--- config.mk ---
export PLATFORM = sky130hd
export DESIGN_NAME = keccak_padder
export DESIGN_NICKNAME = d
export VERILOG_FILES = /design/src/rtl/keccak_pkg.sv /design/src/rtl/pad_word.sv /design/src/rtl/keccak_padder.sv
export SDC_FILE = /design/constraint.sdc
export NUM_CORES = 1
export LEC_CHECK = 0
export CORE_MARGIN = 3
export CORE_UTILIZATION = 33
export DETAILED_ROUTE_END_ITERATION = 8
export GPL_TIMING_DRIVEN = 0
export PLACE_DENSITY_LB_ADDON = 0.25
export SLEW_MARGIN = 20
export SYNTH_ARGS = -nofsm -noshare
export SYNTH_HDL_FRONTEND = slang
export SYNTH_SLANG_ARGS = --single-unit
--- constraint.sdc ---
create_clock -name clk -period 2.8 [get_ports clk]
set_input_delay 0.56 -clock clk [delete_from_list [all_inputs] [get_ports clk]]
set_output_delay 0.56 -clock clk [all_outputs]
set_load 0.1 [all_outputs]
--- src/rtl/keccak_pkg.sv ---
// Shared constants for the SHA-3 padder slice.
//   - Rate block geometry: 576-bit blocks made of nine 64-bit words.
//   - Padding bytes: default domain/first pad byte and the final-bit mask.
//   - Padder FSM state encodings, kept as plain constants so older code can compare against them.
package keccak_pkg;

   localparam int WORD_W     = 64;
   localparam int RATE_WORDS = 9;
   localparam int RATE_BITS  = WORD_W * RATE_WORDS;   // 576

   localparam logic [7:0] PAD_BYTE_DEFAULT = 8'h01;
   localparam logic [7:0] FINAL_BIT        = 8'h80;

   // Word counter: 0..9, where 9 means a full block is held.
   localparam int         CNT_W    = 4;
   localparam logic [3:0] CNT_FULL = 4'(RATE_WORDS);
   localparam logic [3:0] CNT_LAST = 4'(RATE_WORDS - 1);

   // Padder FSM states.
   typedef logic [1:0] state_t;
   localparam state_t ACCEPT = 2'd0;   // taking message words
   localparam state_t PAD    = 2'd1;   // filling the final block with zero words
   localparam state_t DONE   = 2'd2;   // final block consumed; idle until reset

endpackage

--- src/rtl/pad_word.sv ---
// Builds the final message word of a message.
//   in       : last message word, byte k at in[63-8k -: 8].
//   byte_num : number of valid message bytes in the word (0..7).
//   out      : bytes below byte_num pass through, byte byte_num becomes
//              PAD_BYTE, and every later byte is zero.
// Purely combinational.
module pad_word
   import keccak_pkg::*;
#(
   parameter logic [7:0] PAD_BYTE = PAD_BYTE_DEFAULT
) (
   input  logic [WORD_W-1:0] in,
   input  logic [2:0]        byte_num,
   output logic [WORD_W-1:0] out
);

   always_comb begin
      out = '0;
      for (int k = 0; k < 8; k++) begin
         if (k < int'(byte_num)) begin
            out[63-8*k -: 8] = in[63-8*k -: 8];
         end else if (k == int'(byte_num)) begin
            out[63-8*k -: 8] = PAD_BYTE;
         end
      end
   end

endmodule

--- src/rtl/keccak_padder.sv ---
// Keccak multi-rate padder and block packer. It sits in front of the
// f-permutation stage of the low-throughput SHA-3 core.
//
// Ports:
//   clk, reset   : clock and synchronous active-high reset.
//   in           : 64-bit message word. Byte 0 (first in message order) is in[63:56].
//   in_ready     : in/is_last/byte_num are valid this cycle.
//   is_last      : this word ends the message.
//   byte_num     : valid bytes in the last word (0..7). Ignored unless is_last is set.
//   buffer_full  : the padder cannot take a word this cycle.
//   out          : 576-bit rate block. The first word is in out[575:512].
//   out_ready    : out holds a complete padded block.
//   f_ack        : one-cycle pulse from downstream; the block has been consumed.
//   dbg_state    : current FSM state (ACCEPT/PAD/DONE).
//   dbg_cnt      : current word count (0..9).
//
// Handshake: a word transfers on a rising edge where in_ready=1 and
// buffer_full=0. buffer_full depends only on registers, so the upstream
// block may look at it before it decides to drive in_ready. A block is
// handed off on an edge where out_ready=1 and f_ack=1. The padder ignores
// f_ack while out_ready=0, and out does not change while out_ready=1.
module keccak_padder
   import keccak_pkg::*;
#(
   parameter logic [7:0] PAD_BYTE = PAD_BYTE_DEFAULT
) (
   input  logic                 clk,
   input  logic                 reset,
   input  logic [WORD_W-1:0]    in,
   input  logic                 in_ready,
   input  logic                 is_last,
   input  logic [2:0]           byte_num,
   output logic                 buffer_full,
   output logic [RATE_BITS-1:0] out,
   output logic                 out_ready,
   input  logic                 f_ack,
   output state_t               dbg_state,
   output logic [CNT_W-1:0]     dbg_cnt
);

   state_t             state;
   logic [CNT_W-1:0]   cnt;
   logic [WORD_W-1:0]  padded;
   logic [WORD_W-1:0]  load_word;
   logic               load_en;
   logic               accept;

   pad_word #(.PAD_BYTE(PAD_BYTE)) u_pad_word (
      .in       (in),
      .byte_num (byte_num),
      .out      (padded)
   );

   assign out_ready   = (cnt == CNT_FULL);
   assign buffer_full = out_ready | (state != ACCEPT);
   assign accept      = in_ready & ~buffer_full;
   assign dbg_state   = state;
   assign dbg_cnt     = cnt;

   // Choose the word that enters the block this cycle. It is either a
   // message word (accepted in ACCEPT) or a zero fill word (in PAD). When
   // that word fills slot 8 of the final block, the final bit goes into
   // its lowest byte. A last word that lands in slot 8 already holds
   // PAD_BYTE at byte 7 if byte_num was 7, so both bits merge into one byte.
   always_comb begin
      load_en   = 1'b0;
      load_word = '0;
      if (state == ACCEPT && accept) begin
         load_en   = 1'b1;
         load_word = is_last ? padded : in;
      end else if (state == PAD && cnt < CNT_FULL) begin
         load_en   = 1'b1;
      end
      if (load_en && cnt == CNT_LAST && (state == PAD || is_last)) begin
         load_word[7:0] = load_word[7:0] | FINAL_BIT;
      end
   end

   always_ff @(posedge clk) begin
      if (reset) begin
         out   <= '0;
         cnt   <= '0;
         state <= ACCEPT;
      end else if (load_en) begin
         out <= {out[RATE_BITS-WORD_W-1:0], load_word};
         cnt <= cnt + 4'd1;
         if (state == ACCEPT && is_last) begin
            state <= PAD;
         end
      end else if (out_ready && f_ack) begin
         // A block acked while in PAD is the padded final block.
         cnt   <= '0;
         state <= (state == PAD) ? DONE : ACCEPT;
      end
   end

endmodule

* After elaboration in Yosys (flattened, before gate mapping)
Cells that the tools add are included.
** Storage, ports and cells
- Register bits :: 582
- Output and inout port bits :: 584
- Word-level logic and storage cells :: 64
** Cells by class
- Add/subtract/negate cells :: 1
- Order comparisons :: 8
- Equality and inequality tests :: 11
- Muxes and demuxes :: 26
- Bitwise gates (word level) :: 3
- Reduce and logical (&&, ||, !) cells :: 12
** Operators with widths (count)
- 64-bit 2-to-1 mux :: 2
- 8-bit 2-to-1 mux :: 8
- 3-bit equality test, first input constant :: 4
- 1-bit 2-to-1 mux :: 10
- 3-bit < comparator, first input constant :: 3
- 4-bit equality test, second input constant :: 2
- 2-bit 2-to-1 mux :: 4
- 4-bit 2-to-1 mux :: 2
- 2-bit by 3-bit equality test with 1-bit output, first input constant :: 2
- 1-bit logical AND :: 6
- 1-bit by 3-bit < comparator with 1-bit output, first input constant :: 2
- 2-bit by 3-bit < comparator with 1-bit output, first input constant :: 2
- 4-bit by 1-bit adder with 4-bit output, second input constant :: 1
- 4-bit < comparator, second input constant :: 1
- 2-bit nonzero test :: 2
- 1-bit by 3-bit equality test with 1-bit output, first input constant :: 1
- 3-bit logical NOT :: 1
- 2-bit by 1-bit equality test with 1-bit output, second input constant :: 1
- 2-bit logical NOT :: 1
- 2-bit by 1-bit inequality test with 1-bit output, second input constant :: 1
- 2-bit AND reduction :: 1
- 1-bit bitwise AND :: 1
- 1-bit logical OR :: 1
- 1-bit inverter :: 1
- 1-bit bitwise OR :: 1

* Longest topological paths before layout
- Depth after elaboration :: 9
- Gate-level depth with buffers :: 10
- Gate-level depth less buffers :: 6

* Hierarchy
Synthesis repeated with hierarchy kept, for this count alone.
** Unflattened totals
- Cell total of the unflattened synthesis :: 2819
- Area, all modules :: 23308.6 um^2
** By module, submodules not included
- keccak_padder :: instances 1, cells an instance 2736, area an instance 22739.3 um^2, seq. area each 11651.2 um^2
- pad_word :: instances 1, cells an instance 83, area an instance 569.3 um^2, seq. area each 0.0 um^2

* Worst setup path before layout
OpenSTA, ideal clock, no wires.
- Kind :: register to output
- Start :: register cnt[0] (netlist: dbg_cnt[0])
- End :: output buffer_full
- Data arrival time :: 2770 ps
- Data required time :: 2240 ps
- Slack :: -530 ps
- Stages on the path, launching flop included :: 5
- Buffers on the path :: 1
- Path through :: dfxtp_1 > ha_1 > and3b_1 > buf_2 > or3_1
** Between the ends
- Longest elaborated chain between the ends :: 2
** RTL lines
- start, declared :: RTL line keccak_padder.sv:42 : logic [CNT_W-1:0] cnt;
- start signal, assigned :: RTL line keccak_padder.sv:86 : cnt <= cnt + 4'd1;
- 4-bit equality test :: RTL line keccak_padder.sv:54 : assign out_ready = (cnt == CNT_FULL);
- named net out_ready :: RTL line keccak_padder.sv:35 : output logic out_ready,
- 1-bit bitwise OR :: RTL line keccak_padder.sv:55 : assign buffer_full = out_ready | (state != ACCEPT);
- end, declared :: RTL line keccak_padder.sv:33 : output logic buffer_full,
The timed path passes the listed nets, and every way through them passes these cells.

* Worst setup path in the final report
- Start :: register out[511]
- End :: output out[511]
** RTL lines
- start, declared :: RTL line keccak_padder.sv:34 : output logic [RATE_BITS-1:0] out,
- start signal, assigned :: RTL line keccak_padder.sv:85 : out <= {out[RATE_BITS-WORD_W-1:0], load_word};
No word-level cell between the ends.

==> impl_metrics.ini <==
[synthesis]
synth.distinct_cells = 39
synth_top_family_by_area = compound AO/OA/AOI/OAI gates
ys_warn_count = 0
synth_fp_nets = 2669
synth-edff-count = 0
ys_seq_area_share_pct = 53.6
synthXorXnorAreaFrac_pct = 0
yosys.area_share.simple_pct = 13.5
synth_compound_gate_area_share_pct = 26.9
synth.area.mux_share_pct = 0.0518
syn_avg_cell_area_um2 = 8.38
ys_async_sr_fraction_pct = 0
synth-seq-cells = 582
syn_inst = 2594
yosys.area_share.adder_pct = 0.173
synth.cell_area_um2 = 21700
ys.flop_type = dfxtp_1

[sta]
fmax_mhz = 361
tightest_slew_ps = 1160
finalHoldViolCount = 0
rsz0062_at_grt = yes
finClkSkew_ps = 15.0
layout_min_cycle_time_ps = 2770
drv_slew = 0
max_slew_margin_pct = 23.1
finalSetupViolCount = 0
period_share_pct = 99.0

[place]
numPortBuffers = 655
dp_hpwl_um = 80100
post-place-cells = 4104
gp_congestion = 0.905

[layout]
mostFrequentLayoutCells = dfxtp_1 (578), clkdlybuf4s50_1 (565), a21oi_1 (521), o21ai_0 (521), nand3_1 (518)
nFillCells = 6412
stdcell_count = 4227
nets = 3393
final_common_cell = dfxtp_1
area_growth_syn_to_layout_pct = 45.6
utilization_pct = 48.9
drive_gt1_share_pct = 6.60

[power_and_ir_drop]
switching_power_mw = 5.78
pwr-share-comb_pct = 13.1
cell_internal_pwr_mw = 14.4
p_total_mw = 20.1
p_leak_nw = 10.8
ir_worst_vdd_mv = 0.507
switching_share_pct = 28.7
p_seq_share_pct = 42.2
power_density_nw_per_um2 = 636
clock_power_share_pct = 44.7

[clocking]
cts_max_level = 3
clockBufferDepth = 3
numCtsBuffers = 67
clkTransAtPathRegs_ps = 60
insertion_delay_ps = 590
cts_sinks = 582
cts_tree = done
cts-root-buf = clkbuf_16
post_cts_buffers = 0

[global_routing]
grt_pass1_wl_um = 148000
grt_max_degree = 14
grt_use_total_pct = 27.9
first_global_vias = 22200
antenna_found_initial = 7
grt_overflow = 0

[setup_path]
path_cells = clkdlybuf4s50_1
criticalPathCategory = reg2out
path_delay_family = buffers and inverters
slowest_stage = clkdlybuf4s50_1
worstPathMaxFanout = 3
start_kind = register
endpoint_kind = output pin
crit_buf_inv = 1
slowest_delay_ps = 1200
required_ps = 2240
cp.arrival_ps = 2210

[floorplanning]
core_um2 = 64800
die_h_um = 263
die-width_um = 263
boundaryPins = 656
fp-row-count = 93
die-area_um2 = 69000
start_util_pct = 33.6

[routing]
drtPass1Iterations = 6
route.detailed.drc = 0
wl_per_cell_um = 24.0
viasPerCell = 5.41
ant_nets = 0
drt_iter0_drc = 1569
dr_total_vias = 22900
routed_wl_um = 101000

[flow_run]
maxCapViolations = 0

[hold_path]
min-delay-path-class = reg2reg

[status]
status = finished, final reports clean
==> power groups by stage <==
stage / logic (mW) / clock network [mW] / registers [mW]
2_1_floorplan: 0.940 / 0 / 9.42
3_3_place_gp: 2.64 / 0 / 8.69
3_5_place_dp: 2.63 / 0 / 8.69
4_1_cts: 2.63 / 9.13 / 8.50
5_1_grt: 2.79 / 9.47 / 8.51
6_report: 2.64 / 9.00 / 8.51
==> per-stage QoR <==
stage | instance area, um2 | setup TNS (ps) | worst slack, ps | hold WS (ps)
final | 31700 | 0 | 28.2 | 462
after detailed placement | 29400 | -268430 | -769 | 455
after global routing | 31700 | -3.26 | -2.23 | 483
after global placement | 29400 | -275810 | -816 | 451
after floorplan | 21800 | 0 | 178 | 686
after CTS | 31600 | 0 | 0.0433 | 463
==> metal layers <==
metal / vias to the layer above / global-route usage [%] / routed length [um]
li1: 10900 / - / -
met4: 0 / 9.57 / 3560
met1: 10900 / 33.7 / 41400
met5: - / 0 / 0
met3: 191 / 7.04 / 6970
met2: 853 / 48.3 / 49300
==> worst min-delay path: stages, from the launching register on <==
cell,delay (ps)
dfxtp_1,310
nand3_1,60
a21oi_1,50
==> area by class of cell <==
| type | instances | area (um2) | area share [%] |
|---|---|---|---|
| clock inverter | 15 | 220 | 0.695 |
| inverter | 5 | 18.8 | 0.0593 |
| clock buffer | 101 | 2030 | 6.40 |
| tap | 855 | 1070 | 3.38 |
| antenna | 7 | 17.5 | 0.0553 |
| sequential | 582 | 11700 | 36.8 |
| buffer | 305 | 1290 | 4.08 |
| timing repair buffer | 655 | 6520 | 20.6 |
| multi-input combinational | 1702 | 8860 | 28.0 |
==> path summary, 6_finish.rpt <==
path                                  to  slack (ps)    startpoint  depth (start not counted)
worst min register to register  out[558]         460      out[558]                          2
worst min-delay path            out[558]         460      out[558]                          2
worst max-delay path            out[511]          30      out[511]                          1
worst max register to register  out[235]          90  dbg_state[1]                          7
==> what timing repair did <==
item,in CTS,in global routing
hold buffers,0,0
gates resized for setup,94,52
endpoints found under the hold margin,0,0
endpoints found under the setup margin,291,325
==> Yosys cell counts (all sizes together), types with 2 or more instances <==
cell / instances / area share (%)
a211oi: 2 / 0.13
a21o: 3 / 0.10
a21oi: 521 / 12
a22o: 24 / 0.97
a32oi: 35 / 1.4
buf: 101 / 2.2
clkbuf: 204 / 3.5
dfxtp: 582 / 54
ha: 3 / 0.17
inv: 5 / 0.086
nand2: 4 / 0.069
nand3: 518 / 12
nand4: 4 / 0.12
nor2: 38 / 0.69
nor2b: 5 / 0.14
nor3: 5 / 0.12
nor3b: 2 / 0.069
o21ai: 522 / 12
or2: 2 / 0.058
==> registers in the layout, summed over array words and instances (netlist names) <==
register / cells
dbg_cnt: 4
out: 576
dbg_state: 2
==> kinds of logic after synthesis <==
| kind of cell | Yosys count |
|---|---|
| fa+ha+maj | 3 |
| mux | 1 |
| simple gates | 585 |
| buf+inv | 310 |
| compound gates | 1113 |
| flops | 582 |
No activity file was read; power rests on OpenSTA's default activity.
